File: config.mk
export PLATFORM = sky130hd
export DESIGN_NAME = resp_sig_analyzer
export DESIGN_NICKNAME = d
export VERILOG_FILES = /design/src/rtl/resp_sig_analyzer.sv
export SDC_FILE = /design/constraint.sdc
export NUM_CORES = 1
export LEC_CHECK = 0
export ABC_AREA = 1
export ABC_CLOCK_PERIOD_IN_PS = 1650
export BUFFER_PORTS_ARGS = -buffer_cell sky130_fd_sc_hd__buf_4
export CORE_UTILIZATION = 45
export DETAILED_ROUTE_END_ITERATION = 10
export PLACE_DENSITY = 0.66
export SETUP_SLACK_MARGIN = 0.4
export SYNTH_ARGS = -nofsm -noshare
export SYNTH_HDL_FRONTEND = slang
export SYNTH_SLANG_ARGS = --single-unit
File: constraint.sdc
create_clock -name clk -period 1.65 [get_ports clk]
set_input_delay 0.2475 -clock clk [delete_from_list [all_inputs] [get_ports clk]]
set_output_delay 0.2475 -clock clk [all_outputs]
set_load 0.02 [all_outputs]
File: src/rtl/resp_sig_analyzer.sv
// resp_sig_analyzer: serial-response signature analyzer.
// After an accepted start, ignores y_in for WARMUP settle cycles, then
// compacts test_len response bits into a MISR and compares the result
// against a golden signature latched on the start edge.
module resp_sig_analyzer #(
   parameter int unsigned           SIG_W  = 16,
   parameter logic [SIG_W-1:0]      POLY   = SIG_W'(16'h1021),
   parameter logic [SIG_W-1:0]      SEED   = {SIG_W{1'b1}},
   parameter int unsigned           WARMUP = 3
) (
   input  logic             clk,
   input  logic             rst_n,
   input  logic             start,
   input  logic [7:0]       test_len,
   input  logic [SIG_W-1:0] golden_sig,
   input  logic             y_in,
   output logic             busy,
   output logic             capture,
   output logic             done,
   output logic             pass,
   output logic [SIG_W-1:0] signature
);

   typedef enum logic [1:0] {
      S_IDLE,
      S_WARMUP,
      S_COMPACT,
      S_DONE
   } state_e;

   // Warm-up counter holds WARMUP-1 down to 0; keep it at least one bit wide
   // so a zero or one-cycle warm-up still elaborates cleanly.
   localparam int unsigned       WCNT_W    = (WARMUP > 1) ? $clog2(WARMUP) : 1;
   localparam logic [WCNT_W-1:0] WARM_INIT = (WARMUP > 0) ? WCNT_W'(WARMUP - 1) : '0;

   state_e             r_state;
   state_e             w_state_nxt;
   logic [WCNT_W-1:0]  r_warm_cnt;
   logic [7:0]         r_comp_cnt;
   logic [7:0]         r_len;
   logic [SIG_W-1:0]   r_golden;
   logic [SIG_W-1:0]   r_sig;

   logic               w_accept;
   logic               w_warm_last;
   logic               w_comp_last;
   logic               w_fb;
   logic [SIG_W-1:0]   w_sig_nxt;
   logic [7:0]         w_start_comp_cnt;
   logic [7:0]         w_warm_comp_cnt;

   // Start is only honoured when no run is in flight.
   assign w_accept    = start && ((r_state == S_IDLE) || (r_state == S_DONE));
   assign w_warm_last = (r_warm_cnt == '0);
   assign w_comp_last = (r_comp_cnt == 8'd0);

   // Compaction counter preload: len-1 edges remain after the first one.
   // A zero length never enters COMPACT, so its preload is simply parked at 0.
   assign w_start_comp_cnt = (test_len == 8'd0) ? 8'd0 : (test_len - 8'd1);
   assign w_warm_comp_cnt  = (r_len == 8'd0) ? 8'd0 : (r_len - 8'd1);

   // One MISR step: shift left, fold in the polynomial when the outgoing bit
   // disagrees with the incoming response bit.
   assign w_fb      = r_sig[SIG_W-1] ^ y_in;
   assign w_sig_nxt = {r_sig[SIG_W-2:0], 1'b0} ^ (w_fb ? POLY : '0);

   // State register.
   always_ff @(posedge clk or negedge rst_n) begin
      // NOTE: sequential state uses non-blocking assignments so every flop
      // samples pre-edge values regardless of process ordering.
      if (!rst_n) begin
         r_state <= S_IDLE;
      end else begin
         r_state <= w_state_nxt;
      end
   end

   // Next-state decode.
   always_comb begin
      // NOTE: default first so every path assigns w_state_nxt and no latch
      // is inferred.
      w_state_nxt = r_state;
      unique case (r_state)
         S_IDLE, S_DONE: begin
            if (start) begin
               if (WARMUP != 0) begin
                  w_state_nxt = S_WARMUP;
               end else if (test_len == 8'd0) begin
                  w_state_nxt = S_DONE;
               end else begin
                  w_state_nxt = S_COMPACT;
               end
            end
         end
         S_WARMUP: begin
            if (w_warm_last) begin
               w_state_nxt = (r_len == 8'd0) ? S_DONE : S_COMPACT;
            end
         end
         S_COMPACT: begin
            if (w_comp_last) begin
               w_state_nxt = S_DONE;
            end
         end
         default: w_state_nxt = S_IDLE;
      endcase
   end

   // Run parameters: captured on the accepted start edge only, so changes
   // on test_len/golden_sig during a run are invisible.
   always_ff @(posedge clk or negedge rst_n) begin
      if (!rst_n) begin
         r_len    <= 8'd0;
         r_golden <= '0;
      end else if (w_accept) begin
         r_len    <= test_len;
         r_golden <= golden_sig;
      end
   end

   // Warm-up and compaction down-counters; each phase ends when its counter
   // reads zero on an edge.
   always_ff @(posedge clk or negedge rst_n) begin
      if (!rst_n) begin
         r_warm_cnt <= '0;
         r_comp_cnt <= 8'd0;
      end else if (w_accept) begin
         r_warm_cnt <= WARM_INIT;
         r_comp_cnt <= (WARMUP == 0) ? w_start_comp_cnt : 8'd0;
      end else begin
         unique case (r_state)
            S_WARMUP: begin
               if (w_warm_last) begin
                  r_comp_cnt <= w_warm_comp_cnt;
               end else begin
                  r_warm_cnt <= r_warm_cnt - 1'b1;
               end
            end
            S_COMPACT: begin
               if (!w_comp_last) begin
                  r_comp_cnt <= r_comp_cnt - 8'd1;
               end
            end
            default: ;
         endcase
      end
   end

   // Signature register: seeded on start, updated only while compacting,
   // held in every other state.
   always_ff @(posedge clk or negedge rst_n) begin
      if (!rst_n) begin
         r_sig <= SEED;
      end else if (w_accept) begin
         r_sig <= SEED;
      end else if (r_state == S_COMPACT) begin
         r_sig <= w_sig_nxt;
      end
   end

   // Outputs come from state and registers only; y_in never reaches them
   // combinationally.
   assign busy      = (r_state == S_WARMUP) || (r_state == S_COMPACT);
   assign capture   = (r_state == S_COMPACT);
   assign done      = (r_state == S_DONE);
   assign pass      = (r_state == S_DONE) && (r_sig == r_golden);
   assign signature = r_sig;

`ifndef SYNTHESIS
   // Flag consistency checks.
   a_pass_needs_done : assert property (@(posedge clk) disable iff (!rst_n)
      pass |-> done);
   a_capture_is_busy : assert property (@(posedge clk) disable iff (!rst_n)
      capture |-> busy);
   a_done_not_busy   : assert property (@(posedge clk) disable iff (!rst_n)
      !(done && busy));
`endif

endmodule

## Yosys cells after proc, flatten, opt, wreduce, memory -nomap -nowiden

Cells that the tools add are included.

| cells by class | value |
|---|---|
| add/subtract/negate cells | 3 |
| $mul | 0 |
| div/mod/pow operators | 0 |
| magnitude comparators | 0 |
| eq/ne operators | 10 |
| shifts and indexed selects | 0 |
| multiplexer cells | 16 |
| bitwise logic cells | 2 |
| reduce and logical (&&, ||, !) cells | 15 |

Operator list:

| operator | count |
|---|---|
| 2-to-1 mux 16 bit | 2 |
| 2-to-1 mux 8 bit | 4 |
| == test 16 bit | 1 |
| logical NOT 8 bit | 2 |
| one-hot mux 8 bit (2 select lines) | 1 |
| subtractor 8 x 1 -> 8 bit, second input constant | 2 |
| bitwise XOR 16 x 13 -> 16 bit | 1 |
| 2-to-1 mux 13 bit | 1 |
| 2-to-1 mux 2 bit | 6 |
| != test 2 bit, second input constant | 3 |
| != test 3 bit, second input constant | 2 |
| one-hot mux 2 bit (3 select lines) | 1 |
| AND reduction 3 bit | 2 |
| == test 2 bit, second input constant | 2 |
| logical NOT 2 bit | 2 |
| nonzero test 2 bit | 2 |
| nonzero test 3 bit | 1 |
| == test 2 x 1 -> 1 bit, second input constant | 1 |
| logical AND 1 bit | 2 |
| logical OR 1 bit | 2 |
| != test 2 x 1 -> 1 bit, second input constant | 1 |
| AND reduction 2 bit | 1 |
| OR reduction 2 bit | 1 |
| subtractor 2 x 1 -> 2 bit, second input constant | 1 |
| other kinds (2) | 2 |

| storage, ports and cells | value |
|---|---|
| flip-flop bits (word level) | 52 |
| bits in latches | 0 |
| RAM bits | 0 |
| ROM bits | 0 |
| input port bits | 28 |
| output and inout port bits | 20 |
| word-level logic and storage cells | 52 |
| memories kept | 0 |

## Logic depth before layout (Yosys ltp)

| depth | value |
|---|---|
| depth in word-level cells | 5 |
| mapped depth | 11 |
| gate-level depth less buffers | 11 |

## Worst setup path after synthesis

No wires, ideal clock.

| timing path | value |
|---|---|
| path type | reg-to-output |
| start | register r_sig[10] (netlist: signature[10]) |
| end | output pass |
| arrival | 1.340 ns |
| required time | 1.402 ns |
| path slack | 0.062 ns |
| cell stages (with the launch flop) | 8 |
| buffers on the path | 0 |
| cells stage by stage | dfstp_2 -> inv_1 -> nand2_1 -> o21ai_0 -> nand3b_1 -> nor2_1 -> nand3_1 -> nor2_1 |

| between the ends | value |
|---|---|
| cells in the longest elaborated chain, start to end | 2 |

RTL lines:

| element | line | source |
|---|---|---|
| from (decl) | 42 | `logic [SIG_W-1:0] r_sig;` |
| from (signal assigned) | 157 | `r_sig <= w_sig_nxt;` |
| == test 16 bit | 166 | `assign pass = (r_state == S_DONE) && (r_sig == r_golden);` |
| logical AND 1 bit | 166 |  |
| to (decl) | 20 | `output logic pass,` |

Every way passes these cells.

## Worst setup path in the final report

| timing path | value |
|---|---|
| start | register r_sig[0] (netlist: signature[0]) |
| end | output pass |

Same word-level chain as after synthesis.

==> metrics.txt <==
Syn. warnings=0; overflow left after global routing=0; Ports=between 40 and 50; Tightest Pin Transition=about 0.65 ns; number of DRC markers in iteration 0=approximately 130; clock skew=0.00630 ns; drt wl/cell=15.3 um; number of failing hold endpoints at the final stage=0; Die X=about 82 um; Post-Synthesis Cells=355; number of global-route vias before repair=around 2600; Commonest cells post-synth=nand2_1, inv_1, dfrtp_1; DRC=0; global-route wire length before repair=between 10000 and 15000 um; Clock transition at path regs=0.10 ns; layout cell share with drive strength beyond 1=roughly 48%; failing checks=negative setup slack; count of final setup violators=1; CTS tree=done; Max H-tree Level=2; gr usage total=25.5%; drt pass-1 iters=5; Net Count, Synth=392; P&R area growth vs syn=53.1%; final cycle utilization of the critical path=114%; n_diodes=0; RSZ-0062 raised after global routing=true; Clock Latency Late Sink=between 0.3 and 0.4 ns; setup_tns=-0.223 ns; required time worst endpoint=~1.4 ns; Setup Crit Path Kind=flip-flop to output pin; library cells used by synthesis=33; die height=between 80 and 90 um; worst vdd ir=~1.2 mV; post-synth top area cell=dfrtp_1; # port buffers=47; hold crit path type=primary input to flip-flop; routed via count=between 2000 and 3000; Power Density=between 2000 and 2500 nW/um^2; worst rel slew slack=between 50 and 60%; Syn Area/Cell=8.01 um^2; antenna violations before repair=0; TritonCTS buffer count=5; number of cell rows=28; final net count=approximately 470; Synth top area share=a little under a third; final wirelength=7810 um; CTS Sinks=52; Main synth FF type=dfrtp_1; Lkg Pwr=0.00215 uW; Synth async-reset ratio=between 90% and 100%; Yosys reg bits=between 50 and 60; Seq/Total Area, Yosys=46.5%; Max Freq=between 500 and 600 MHz; root buf cell=clkbuf_8; Post-DP HPWL=approximately 5000 um; critical path startpoint category=flip-flop; die area=between 6000 and 7000 um^2; status=finished with violations; Vias/cell=slightly above 5; cell with the most instances after synthesis=nand2_1; Initial Util=47.2%; Filler cells=450; EDFF count, synth=0; CTS Buffer Depth=2; Critical Path End Type=output pin; Slew Limit Fails=0; WP data arrival=1.63 ns; Synth area leaders=dfrtp_1, dfstp_2, nand2_1; routability cong.=between 0.8 and 0.9; setup ws final=-0.223 ns; remaining antenna violation count after routing=0; Final Core Density=about 72%; Mapped Area=between 2000 and 3000 um^2; critical path fanouts, max=4; Core Area=about 6000 um^2; max cap viols=0; pin count of the biggest net entering global routing=53; post-route minimum period=between 1.5 and 2 ns
[placed cells by master (no fill, tap or decap), types with 2 or more instances in the layout]
cell type and count:
nand3_4 2, inv_6 2, clkinvlp_4 2, a22oi_2 15, dfrtp_1 35, buf_4 36, ha_4 4, or2_2 2
nand2_8 2, dfstp_2 16, buf_6 34, inv_1 36, o21ai_2 9, o21ai_0 11, buf_16 5, o211ai_1 2
nand2_4 19, nand2_1 73, nor2_4 6, inv_2 8, o21ai_1 8, buf_12 5, nor2_2 4, nand3_1 18
nor2_1 18, nand2_2 19, clkbuf_8 6, a21oi_1 5, o22ai_1 4, nand4_1 3, inv_4 3, xor2_1 4
nand3_2 5, ha_1 5
[repair_timing]
action                                 4_1_cts  5_1_grt
setup endpoints to repair                   67       72
hold buffers                                 1        0
endpoints found under the hold margin       36        0
gates cloned                                 5        0
setup buffers                               15        7
gates resized for setup                    100       57
pin swaps                                   15       24
[state kept, by name, indices dropped and copies added, names as in the netlist]
register,cells
r_warm_cnt,2
r_golden,16
r_comp_cnt,8
r_len,8
r_state,2
signature,16
[worst max-delay path, stage by stage (launching register included)]
cell and delay (ns):
dfstp_2 0.56, inv_2 0.07, a22o_1 0.19, nor2_2 0.12, nand3_2 0.11, nor2_4 0.13, buf_6 0.12
[logic make-up (layout without fill, tap and decap cells)]
kind of cell    Yosys count  after routing  synth area share (%)
buf+inv                  58            140                  8.71
xor+xnor                  5              5                  1.54
compound gates           57             57                  12.1
simple gates            174            174                  27.3
fa+ha+maj                 9              9                  3.96
flops                    52             52                  46.5
[metal layers]
metal | global-route usage (%) | vias up | share of wire (%)
met1 | 34.9 | 1249 | 45
li1 | - | 1310 | -
met2 | 41.7 | 65 | 50
met3 | 4.33 | 15 | 3.3
met5 | 0 | - | 0
met4 | 6.96 | 0 | 1.8
[worst paths after layout]
kind | end | from | slack [ns] | cells past startpoint
hold reg to reg | r_comp_cnt[7] | r_comp_cnt[7] | 0.50 | 2
min in group asynchronous | r_comp_cnt[4] | rst_n | 0.49 | 2
setup / recovery | pass | signature[0] | -0.22 | 6
setup reg to reg | r_comp_cnt[3] | r_state[1] | 0.01 | 10
max in group asynchronous | r_state[1] | rst_n | 0.70 | 2
hold / removal | r_golden[4] | golden_sig[4] | 0.13 | 3
[metrics by stage]
step | hold slack (ns) | power, uW | cell area, um^2 | setup WS (ns) | std cells
4_1_cts | 0.121 | 8530 | 4080 | -0.197 | 505
3_5_place_dp | 0.323 | 6400 | 3440 | 0.0854 | 476
6_report | 0.131 | 9270 | 4350 | -0.223 | 512
3_3_place_gp | 0.326 | 6310 | 3440 | 0.102 | 476
5_1_grt | 0.123 | 9980 | 4350 | -0.295 | 512
2_1_floorplan | -0.0481 | 5290 | 2980 | 0.163 | 355
[power breakdown]
group	internal, uW	leakage, uW	switching (uW)
Clock	341	0.0000434	446
Sequential	1900	0.000612	477
Combinational	2760	0.00149	3340
Total	5010	0.00215	4260
[final cells by class]
cell class	instances	area, um^2	area share, %
Multi-Input combinational cell	245	1710	39.3
Sequential cell	52	1320	30.4
Timing Repair Buffer	81	901	20.7
Inverter	51	229	5.26
Tap cell	75	93.8	2.16
Clock buffer	6	82.6	1.90
Clock inverter	2	15.0	0.345
Power figures use the tool's default switching activity.
